File: src/rtl/jpd_pkg.sv
// Shared definitions for the joypad pad reader: vector layout, pad serial bit
// positions, FSM state encoding and the serial-to-vector mapping.
package jpd_pkg;

    localparam int JPD_UP     = 9;
    localparam int JPD_DOWN   = 8;
    localparam int JPD_LEFT   = 7;
    localparam int JPD_RIGHT  = 6;
    localparam int JPD_B      = 5;
    localparam int JPD_A      = 4;
    localparam int JPD_TB     = 3;
    localparam int JPD_TA     = 2;
    localparam int JPD_SELECT = 1;
    localparam int JPD_START  = 0;

    localparam int NES_A      = 0;
    localparam int NES_B      = 1;
    localparam int NES_SELECT = 2;
    localparam int NES_START  = 3;
    localparam int NES_UP     = 4;
    localparam int NES_DOWN   = 5;
    localparam int NES_LEFT   = 6;
    localparam int NES_RIGHT  = 7;

    localparam int SNES_B      = 0;
    localparam int SNES_Y      = 1;
    localparam int SNES_SELECT = 2;
    localparam int SNES_START  = 3;
    localparam int SNES_UP     = 4;
    localparam int SNES_DOWN   = 5;
    localparam int SNES_LEFT   = 6;
    localparam int SNES_RIGHT  = 7;
    localparam int SNES_A      = 8;
    localparam int SNES_X      = 9;

    typedef enum logic [2:0] {
        ST_IDLE   = 3'd0,
        ST_LATCH  = 3'd1,
        ST_GAP    = 3'd2,
        ST_CLK_LO = 3'd3,
        ST_CLK_HI = 3'd4,
        ST_DONE   = 3'd5
    } jpd_state_e;

    // Only serial bits 0..9 carry buttons that reach the vector.
    function automatic logic [9:0] jpd_map(input logic snes, input logic [9:0] sr);
        logic [9:0] v;
        v = '0;
        if (snes) begin
            v[JPD_UP]     = sr[SNES_UP];
            v[JPD_DOWN]   = sr[SNES_DOWN];
            v[JPD_LEFT]   = sr[SNES_LEFT];
            v[JPD_RIGHT]  = sr[SNES_RIGHT];
            v[JPD_B]      = sr[SNES_B];
            v[JPD_A]      = sr[SNES_A];
            v[JPD_TB]     = sr[SNES_Y];
            v[JPD_TA]     = sr[SNES_X];
            v[JPD_SELECT] = sr[SNES_SELECT];
            v[JPD_START]  = sr[SNES_START];
        end else begin
            v[JPD_UP]     = sr[NES_UP];
            v[JPD_DOWN]   = sr[NES_DOWN];
            v[JPD_LEFT]   = sr[NES_LEFT];
            v[JPD_RIGHT]  = sr[NES_RIGHT];
            v[JPD_B]      = sr[NES_B];
            v[JPD_A]      = sr[NES_A];
            v[JPD_SELECT] = sr[NES_SELECT];
            v[JPD_START]  = sr[NES_START];
        end
        return v;
    endfunction

endpackage

File: src/rtl/jpd_sync2.sv
// Two-flop synchroniser for an asynchronous pad data line; resets to the
// idle (released) level of 1.
module jpd_sync2 (
    input  logic i_clk,
    input  logic i_rstn,
    input  logic i_d,
    output logic o_q
);

    logic r_meta;
    logic r_q;

    always_ff @(posedge i_clk or negedge i_rstn) begin
        if (!i_rstn) begin
            r_meta <= 1'b1;
            r_q    <= 1'b1;
        end else begin
            r_meta <= i_d;
            r_q    <= r_meta;
        end
    end

    assign o_q = r_q;

endmodule

File: src/rtl/jpd_pad_reader.sv
// Polls two NES/SNES pads over a shared latch/clock link and presents their
// buttons as active-high 10-bit vectors, updated once per complete frame.
//
// state  | meaning
// IDLE   | lines idle, waiting for a poll tick
// LATCH  | latch high for two half periods, pads capture buttons
// GAP    | latch low one half period, bit 0 sampled at the end
// CLK_LO | pad clock low one half period
// CLK_HI | pad clock high one half period, next bit sampled at the end
// DONE   | load output vectors and pulse o_jpd_val
module jpd_pad_reader
    import jpd_pkg::*;
#(
    parameter int PAD_MODE = 0,
    parameter int HALF_DIV = 300,
    parameter int POLL_DIV = 833333
) (
    input  logic       i_clk,
    input  logic       i_rstn,
    input  logic       i_en,
    output logic       o_pad_latch,
    output logic       o_pad_clk,
    input  logic       i_pad1_data,
    input  logic       i_pad2_data,
    output logic [9:0] o_jpd_1p,
    output logic [9:0] o_jpd_2p,
    output logic       o_jpd_val
);

    localparam int NBITS = (PAD_MODE == 0) ? 8 : 16;
    localparam int PHW   = $clog2(2 * HALF_DIV);
    localparam int PLW   = $clog2(POLL_DIV);
    localparam int BCW   = $clog2(NBITS);

    localparam logic [PHW-1:0] PH_LATCH  = PHW'(2 * HALF_DIV - 1);
    localparam logic [PHW-1:0] PH_HALF   = PHW'(HALF_DIV - 1);
    localparam logic [PLW-1:0] POLL_LAST = PLW'(POLL_DIV - 1);
    localparam logic [BCW-1:0] BIT_LAST  = BCW'(NBITS - 1);
    localparam logic           IS_SNES   = (PAD_MODE != 0);

    logic             w_pad1;
    logic             w_pad2;
    logic             w_tick;
    logic [15:0]      w_sr1_ext;
    logic [15:0]      w_sr2_ext;
    logic             w_unused_hi;

    logic [PLW-1:0]   r_poll;
    jpd_state_e       r_state;
    logic [PHW-1:0]   r_phase;
    logic [BCW-1:0]   r_bit;
    logic [NBITS-1:0] r_sr1;
    logic [NBITS-1:0] r_sr2;
    logic             r_latch;
    logic             r_pclk;
    logic             r_val;
    logic [9:0]       r_jpd1;
    logic [9:0]       r_jpd2;

    jpd_sync2 u_sync_pad1 (
        .i_clk  (i_clk),
        .i_rstn (i_rstn),
        .i_d    (i_pad1_data),
        .o_q    (w_pad1)
    );

    jpd_sync2 u_sync_pad2 (
        .i_clk  (i_clk),
        .i_rstn (i_rstn),
        .i_d    (i_pad2_data),
        .o_q    (w_pad2)
    );

    // Poll counter freezes (rather than clears) while disabled.
    always_ff @(posedge i_clk or negedge i_rstn) begin
        if (!i_rstn) begin
            r_poll <= '0;
        end else if (i_en) begin
            r_poll <= (r_poll == POLL_LAST) ? '0 : r_poll + PLW'(1);
        end
    end

    assign w_tick = i_en && (r_poll == POLL_LAST);

    // Zero-extend so both pad modes feed the same mapping; L/R/ID bits are dropped.
    assign w_sr1_ext   = 16'(r_sr1);
    assign w_sr2_ext   = 16'(r_sr2);
    assign w_unused_hi = ^{w_sr1_ext[15:10], w_sr2_ext[15:10]};

    always_ff @(posedge i_clk or negedge i_rstn) begin
        if (!i_rstn) begin
            r_state <= ST_IDLE;
            r_phase <= '0;
            r_bit   <= '0;
            r_sr1   <= '0;
            r_sr2   <= '0;
            r_latch <= 1'b0;
            r_pclk  <= 1'b1;
            r_val   <= 1'b0;
            r_jpd1  <= '0;
            r_jpd2  <= '0;
        end else begin
            r_val <= 1'b0;
            case (r_state)
                ST_IDLE: begin
                    if (w_tick) begin
                        r_state <= ST_LATCH;
                        r_latch <= 1'b1;
                        r_phase <= PH_LATCH;
                    end
                end
                ST_LATCH: begin
                    if (r_phase == '0) begin
                        r_state <= ST_GAP;
                        r_latch <= 1'b0;
                        r_phase <= PH_HALF;
                    end else begin
                        r_phase <= r_phase - PHW'(1);
                    end
                end
                ST_GAP: begin
                    if (r_phase == '0) begin
                        r_sr1   <= {~w_pad1, r_sr1[NBITS-1:1]};
                        r_sr2   <= {~w_pad2, r_sr2[NBITS-1:1]};
                        r_bit   <= '0;
                        r_state <= ST_CLK_LO;
                        r_pclk  <= 1'b0;
                        r_phase <= PH_HALF;
                    end else begin
                        r_phase <= r_phase - PHW'(1);
                    end
                end
                ST_CLK_LO: begin
                    if (r_phase == '0) begin
                        r_state <= ST_CLK_HI;
                        r_pclk  <= 1'b1;
                        r_phase <= PH_HALF;
                    end else begin
                        r_phase <= r_phase - PHW'(1);
                    end
                end
                ST_CLK_HI: begin
                    if (r_phase == '0) begin
                        if (r_bit == BIT_LAST) begin
                            r_state <= ST_DONE;
                        end else begin
                            r_sr1   <= {~w_pad1, r_sr1[NBITS-1:1]};
                            r_sr2   <= {~w_pad2, r_sr2[NBITS-1:1]};
                            r_bit   <= r_bit + BCW'(1);
                            r_state <= ST_CLK_LO;
                            r_pclk  <= 1'b0;
                            r_phase <= PH_HALF;
                        end
                    end else begin
                        r_phase <= r_phase - PHW'(1);
                    end
                end
                ST_DONE: begin
                    r_jpd1  <= jpd_map(IS_SNES, w_sr1_ext[9:0]);
                    r_jpd2  <= jpd_map(IS_SNES, w_sr2_ext[9:0]);
                    r_val   <= 1'b1;
                    r_state <= ST_IDLE;
                end
                default: begin
                    r_state <= ST_IDLE;
                    r_latch <= 1'b0;
                    r_pclk  <= 1'b1;
                end
            endcase
        end
    end

    assign o_pad_latch = r_latch;
    assign o_pad_clk   = r_pclk;
    assign o_jpd_1p    = r_jpd1;
    assign o_jpd_2p    = r_jpd2;
    assign o_jpd_val   = r_val;

endmodule
File: config.mk
export PLATFORM = sky130hd
export DESIGN_NAME = jpd_pad_reader
export DESIGN_NICKNAME = d
export VERILOG_FILES = /design/src/rtl/jpd_pkg.sv /design/src/rtl/jpd_sync2.sv /design/src/rtl/jpd_pad_reader.sv
export SDC_FILE = /design/constraint.sdc
export NUM_CORES = 1
export LEC_CHECK = 0
export ABC_AREA = 1
export CAP_MARGIN = 30
export CORE_UTILIZATION = 33
export CTS_CLUSTER_SIZE = 14
export DETAILED_ROUTE_END_ITERATION = 8
export PLACE_DENSITY = 0.63
export SETUP_SLACK_MARGIN = 0.1
export SYNTH_ARGS = -nofsm -noshare
export SYNTH_HDL_FRONTEND = slang
export SYNTH_SLANG_ARGS = --single-unit
export TNS_END_PERCENT = 50
File: constraint.sdc
create_clock -name i_clk -period 1.5 [get_ports i_clk]
set_input_delay 0.3 -clock i_clk [delete_from_list [all_inputs] [get_ports i_clk]]
set_output_delay 0.3 -clock i_clk [all_outputs]
set_load 0.02 [all_outputs]
==> impl_summary.log <==
[metrics] crit path kind: register to register
[metrics] Max H-tree Level: 3
[metrics] hold violation count in the final report: 0
[metrics] Reg clk slew, reported paths: approximately 0.060 ns
[metrics] failing checks: setup timing
[metrics] placed instance count: a little under 700
[metrics] Crit path arrival time: about 1.8 ns
[metrics] post-synthesis sequential area ratio: 0.4902
[metrics] CTS tree: yes
[metrics] synth unique cells: 38
[metrics] Die Width: ~110 um
[metrics] vias in the first global route: 3360
[metrics] count of mapped cells out of synthesis: just under 500
[metrics] Post-DRT Antenna Nets: 0
[metrics] synthesis warning total: 0
[metrics] worst hold slack across all endpoints: ~0.35 ns
[metrics] clock tree buffer depth: 2
[metrics] global route overflow: 0
[metrics] biggest area consumer among synthesized cells: sky130_fd_sc_hd__dfrtp_1
[metrics] worst hold path class: register to register
[metrics] count of placed standard cells in the final layout, fillers left out: just over 700
[metrics] Clock Tree Root: sky130_fd_sc_hd__clkbuf_16
[metrics] maximum fanout count along the critical path: 3
[metrics] Post-Route Skew: between 0.008 and 0.009 ns
[metrics] fraction of layout instances using a drive strength above 1: 0.3247
[metrics] Clock Sink Count: 75
[metrics] P per Cell Area: around 920 nW/um2
[metrics] Max-cap violations: 0
[metrics] Initial Util: 0.3378
[metrics] run status: finished, violations left
[metrics] pin count of the biggest net entering global routing: 32
[metrics] global router's overall resource usage: 0.1666
[metrics] CP max-delay cell: sky130_fd_sc_hd__dfrtp_1
[metrics] Synth Register Bits: between 70 and 80
[metrics] total I/O pin count: 28
[metrics] top library cells by usage in the layout, fill and taps aside: sky130_fd_sc_hd__nand2_1, sky130_fd_sc_hd__dfrtp_1, sky130_fd_sc_hd__buf_4
[metrics] Primary FF master, synth: sky130_fd_sc_hd__dfrtp_1
[metrics] hpwl dp: between 5000 and 6000 um
[metrics] number of antenna cells inserted: 0
[metrics] Max Clk Rate: approximately 0.64 GHz
[metrics] Iter 0 DRT Violations: approximately 150
[metrics] mean cell area of the mapped netlist: around 8 um2
[metrics] cts bufs inserted: 9
[metrics] async set-reset flop share out of synthesis: 1.000
[metrics] critical path capture point type: register
[metrics] Period Utilization, post-route: 1.037
[metrics] synth top area cells: sky130_fd_sc_hd__dfrtp_1, sky130_fd_sc_hd__nand2_1, sky130_fd_sc_hd__inv_1
[metrics] global-route wire length before repair: approximately 15000 um
[metrics] routed vias/inst: between 4 and 5
[metrics] Leakage Power: 2.829 nW
[metrics] DRC violations left: 0
[metrics] area growth from synthesis to layout: 42.93%
[metrics] clock latency of the later-clocked register in the worst-skew pair: approximately 0.33 ns
[metrics] required time reported for the critical path endpoint: roughly 1.7 ns
[metrics] DIE HEIGHT: 109.9 um
[metrics] Slew Viols, Final: 0
[metrics] RSZ-0062 raised after global routing: yes
[metrics] count of standard-cell rows: 39
[metrics] total die area: roughly 12000 um2
[metrics] PnR worst setup slack: -0.05568 ns
[metrics] Post-synth EDFFs: 0
[metrics] post-synthesis instance area: 3841 um2
[metrics] most common library cell in the layout ignoring fill and taps: sky130_fd_sc_hd__nand2_1
[metrics] DR vias: roughly 3400
[metrics] top cell type's share of synthesized area: 0.4560
[metrics] number of iterations in the first detailed-routing pass: 4
[metrics] Core Box Area: 11370 um2
[metrics] NumNets Final: 588
[metrics] most numerous cell on the critical path: sky130_fd_sc_hd__buf_4
[metrics] gpl congestion: 0.8956
[metrics] Setup Viol. Count Final: 20
[metrics] IO buf count: 23
[metrics] Worst IR Drop VDD: 718.4 uV
[metrics] antenna violations before repair: 0
[metrics] max incr delay on CP: approximately 0.37 ns
[metrics] nature of the critical path startpoint: register
[metrics] routed length per instance: about 13 um
[metrics] chain of cells forming the critical path: buf_4 -> ha_2 -> nand3_2 -> nor2_2 -> nand2_2 -> buf_4 -> inv_2 -> nand4_1 -> xnor2_1
[metrics] final period demand of the worst path: 1.556 ns
[metrics] wirelength, routed: 9419 um
[through the flow]
| stage | area [um2] | util | power, mW | TNS (ns) | worst slack [ns] |
|---|---|---|---|---|---|
| 2_1_floorplan | 3852 | - | 2.454 | 0 | 0.08505 |
| 6_report | 5490 | 0.4829 | 5.056 | -0.4670 | -0.05568 |
| 4_1_cts | 5254 | 0.4621 | 5.075 | -0.03279 | -0.01063 |
| 3_5_place_dp | 4538 | 0.3991 | 2.644 | -4.931 | -0.2214 |
| 5_1_grt | 5490 | 0.4829 | 5.279 | -3.509 | -0.1185 |
| 3_3_place_gp | 4538 | 0.3991 | 2.625 | -3.733 | -0.1972 |
[per-layer routing]
| metal | GRT usage | part of all wire | vias up |
|---|---|---|---|
| met4 | 0.05143 | 0.0065 | 0 |
| met3 | 0.03082 | 0.025 | 6 |
| met1 | 0.2133 | 0.45 | 1654 |
| met2 | 0.2835 | 0.52 | 57 |
| li1 | - | - | 1718 |
| met5 | 0 | 0 | - |
[logic make-up after synthesis]
family,after synthesis,synth area share
AOI/OAI and AO/OA,57,0.08079
xor gates and xnor gates,6,0.01368
adders and majority gates,6,0.01954
buffers and inverters,76,0.09055
DFF,75,0.4902
other,1,0.0009763
and+or+nand+nor,260,0.3042
[synthesized netlist by cell type (2+ instances only)]
master                     instances
sky130_fd_sc_hd__dfstp_2           5
sky130_fd_sc_hd__nand4_1           6
sky130_fd_sc_hd__o21ai_1          16
sky130_fd_sc_hd__nor3_2            2
sky130_fd_sc_hd__xnor2_1           2
sky130_fd_sc_hd__nand2_4           3
sky130_fd_sc_hd__nor2_1           51
sky130_fd_sc_hd__nand3_1          38
sky130_fd_sc_hd__nor3_1            6
sky130_fd_sc_hd__buf_4             5
sky130_fd_sc_hd__ha_1              6
sky130_fd_sc_hd__a21oi_1          11
sky130_fd_sc_hd__nand2_2           3
sky130_fd_sc_hd__inv_1            56
sky130_fd_sc_hd__nor2_4            2
sky130_fd_sc_hd__nor2_2            7
sky130_fd_sc_hd__xor2_1            4
sky130_fd_sc_hd__buf_6             4
sky130_fd_sc_hd__o21ai_0          24
sky130_fd_sc_hd__inv_2             6
sky130_fd_sc_hd__clkbuf_1          3
sky130_fd_sc_hd__dfrtp_1          70
sky130_fd_sc_hd__nand2_1         136
[registers in the layout, indices dropped and copies added (netlist names)]
name                cells
o_jpd_val               1
o_jpd_2p                8
u_sync_pad1.o_q         1
u_sync_pad2.r_meta      1
r_bit                   3
o_jpd_1p                8
r_sr1                   8
u_sync_pad1.r_meta      1
u_sync_pad2.o_q         1
o_pad_clk               1
o_pad_latch             1
r_sr2                   8
r_phase                10
r_state                 3
r_poll                 20
[critical path, delay by kind of cell, from the launching register on]
kind          cells  cell delay, ns
xor+xnor          1            0.14
fa+ha+maj         1            0.18
simple gates      4            0.43
flops             1            0.37
buf+inv           3            0.32
[final timing paths]
check,startpoint,depth (start not counted),endpoint,slack (ns)
max,r_poll[0],9,r_poll[16],-0.06
min,u_sync_pad2.r_meta,0,u_sync_pad2.o_q,0.35
max reg2reg,r_poll[0],9,r_poll[16],-0.06
min reg2reg,u_sync_pad2.r_meta,0,u_sync_pad2.o_q,0.35
max in group asynchronous,i_rstn,3,r_state[2],0.61
min in group asynchronous,i_rstn,2,o_jpd_1p[8],0.42
[timing repair]
action,in CTS,in global routing
hold endpoints to repair,17,0
resized for setup,73,46
cloned,4,2
buffers inserted,19,1
setup endpoints to repair,68,53
pin swaps,16,22
hold buffers,1,0
[final cells by class]
class / instances / area (um2)
clock buffers: 10 / 229.0
clock inverters: 6 / 90.09
fillers: 1071 / 5879
inverters: 63 / 244.0
multi-input cells: 334 / 1976
flip-flops and latches: 75 / 1884
well taps: 143 / 178.9
repair buffers: 93 / 884.6
repair inverters: 1 / 3.754
[power breakdown]
group / leakage [nW] / switching, mW / total [mW] / internal [mW]
registers: 0.989 / 0.0752 / 2.19 / 2.12
logic: 1.69 / 0.304 / 0.550 / 0.246
clock network: 0.153 / 0.852 / 2.32 / 1.46
total: 2.83 / 1.23 / 5.06 / 3.82
Power figures use the tool's default switching activity.
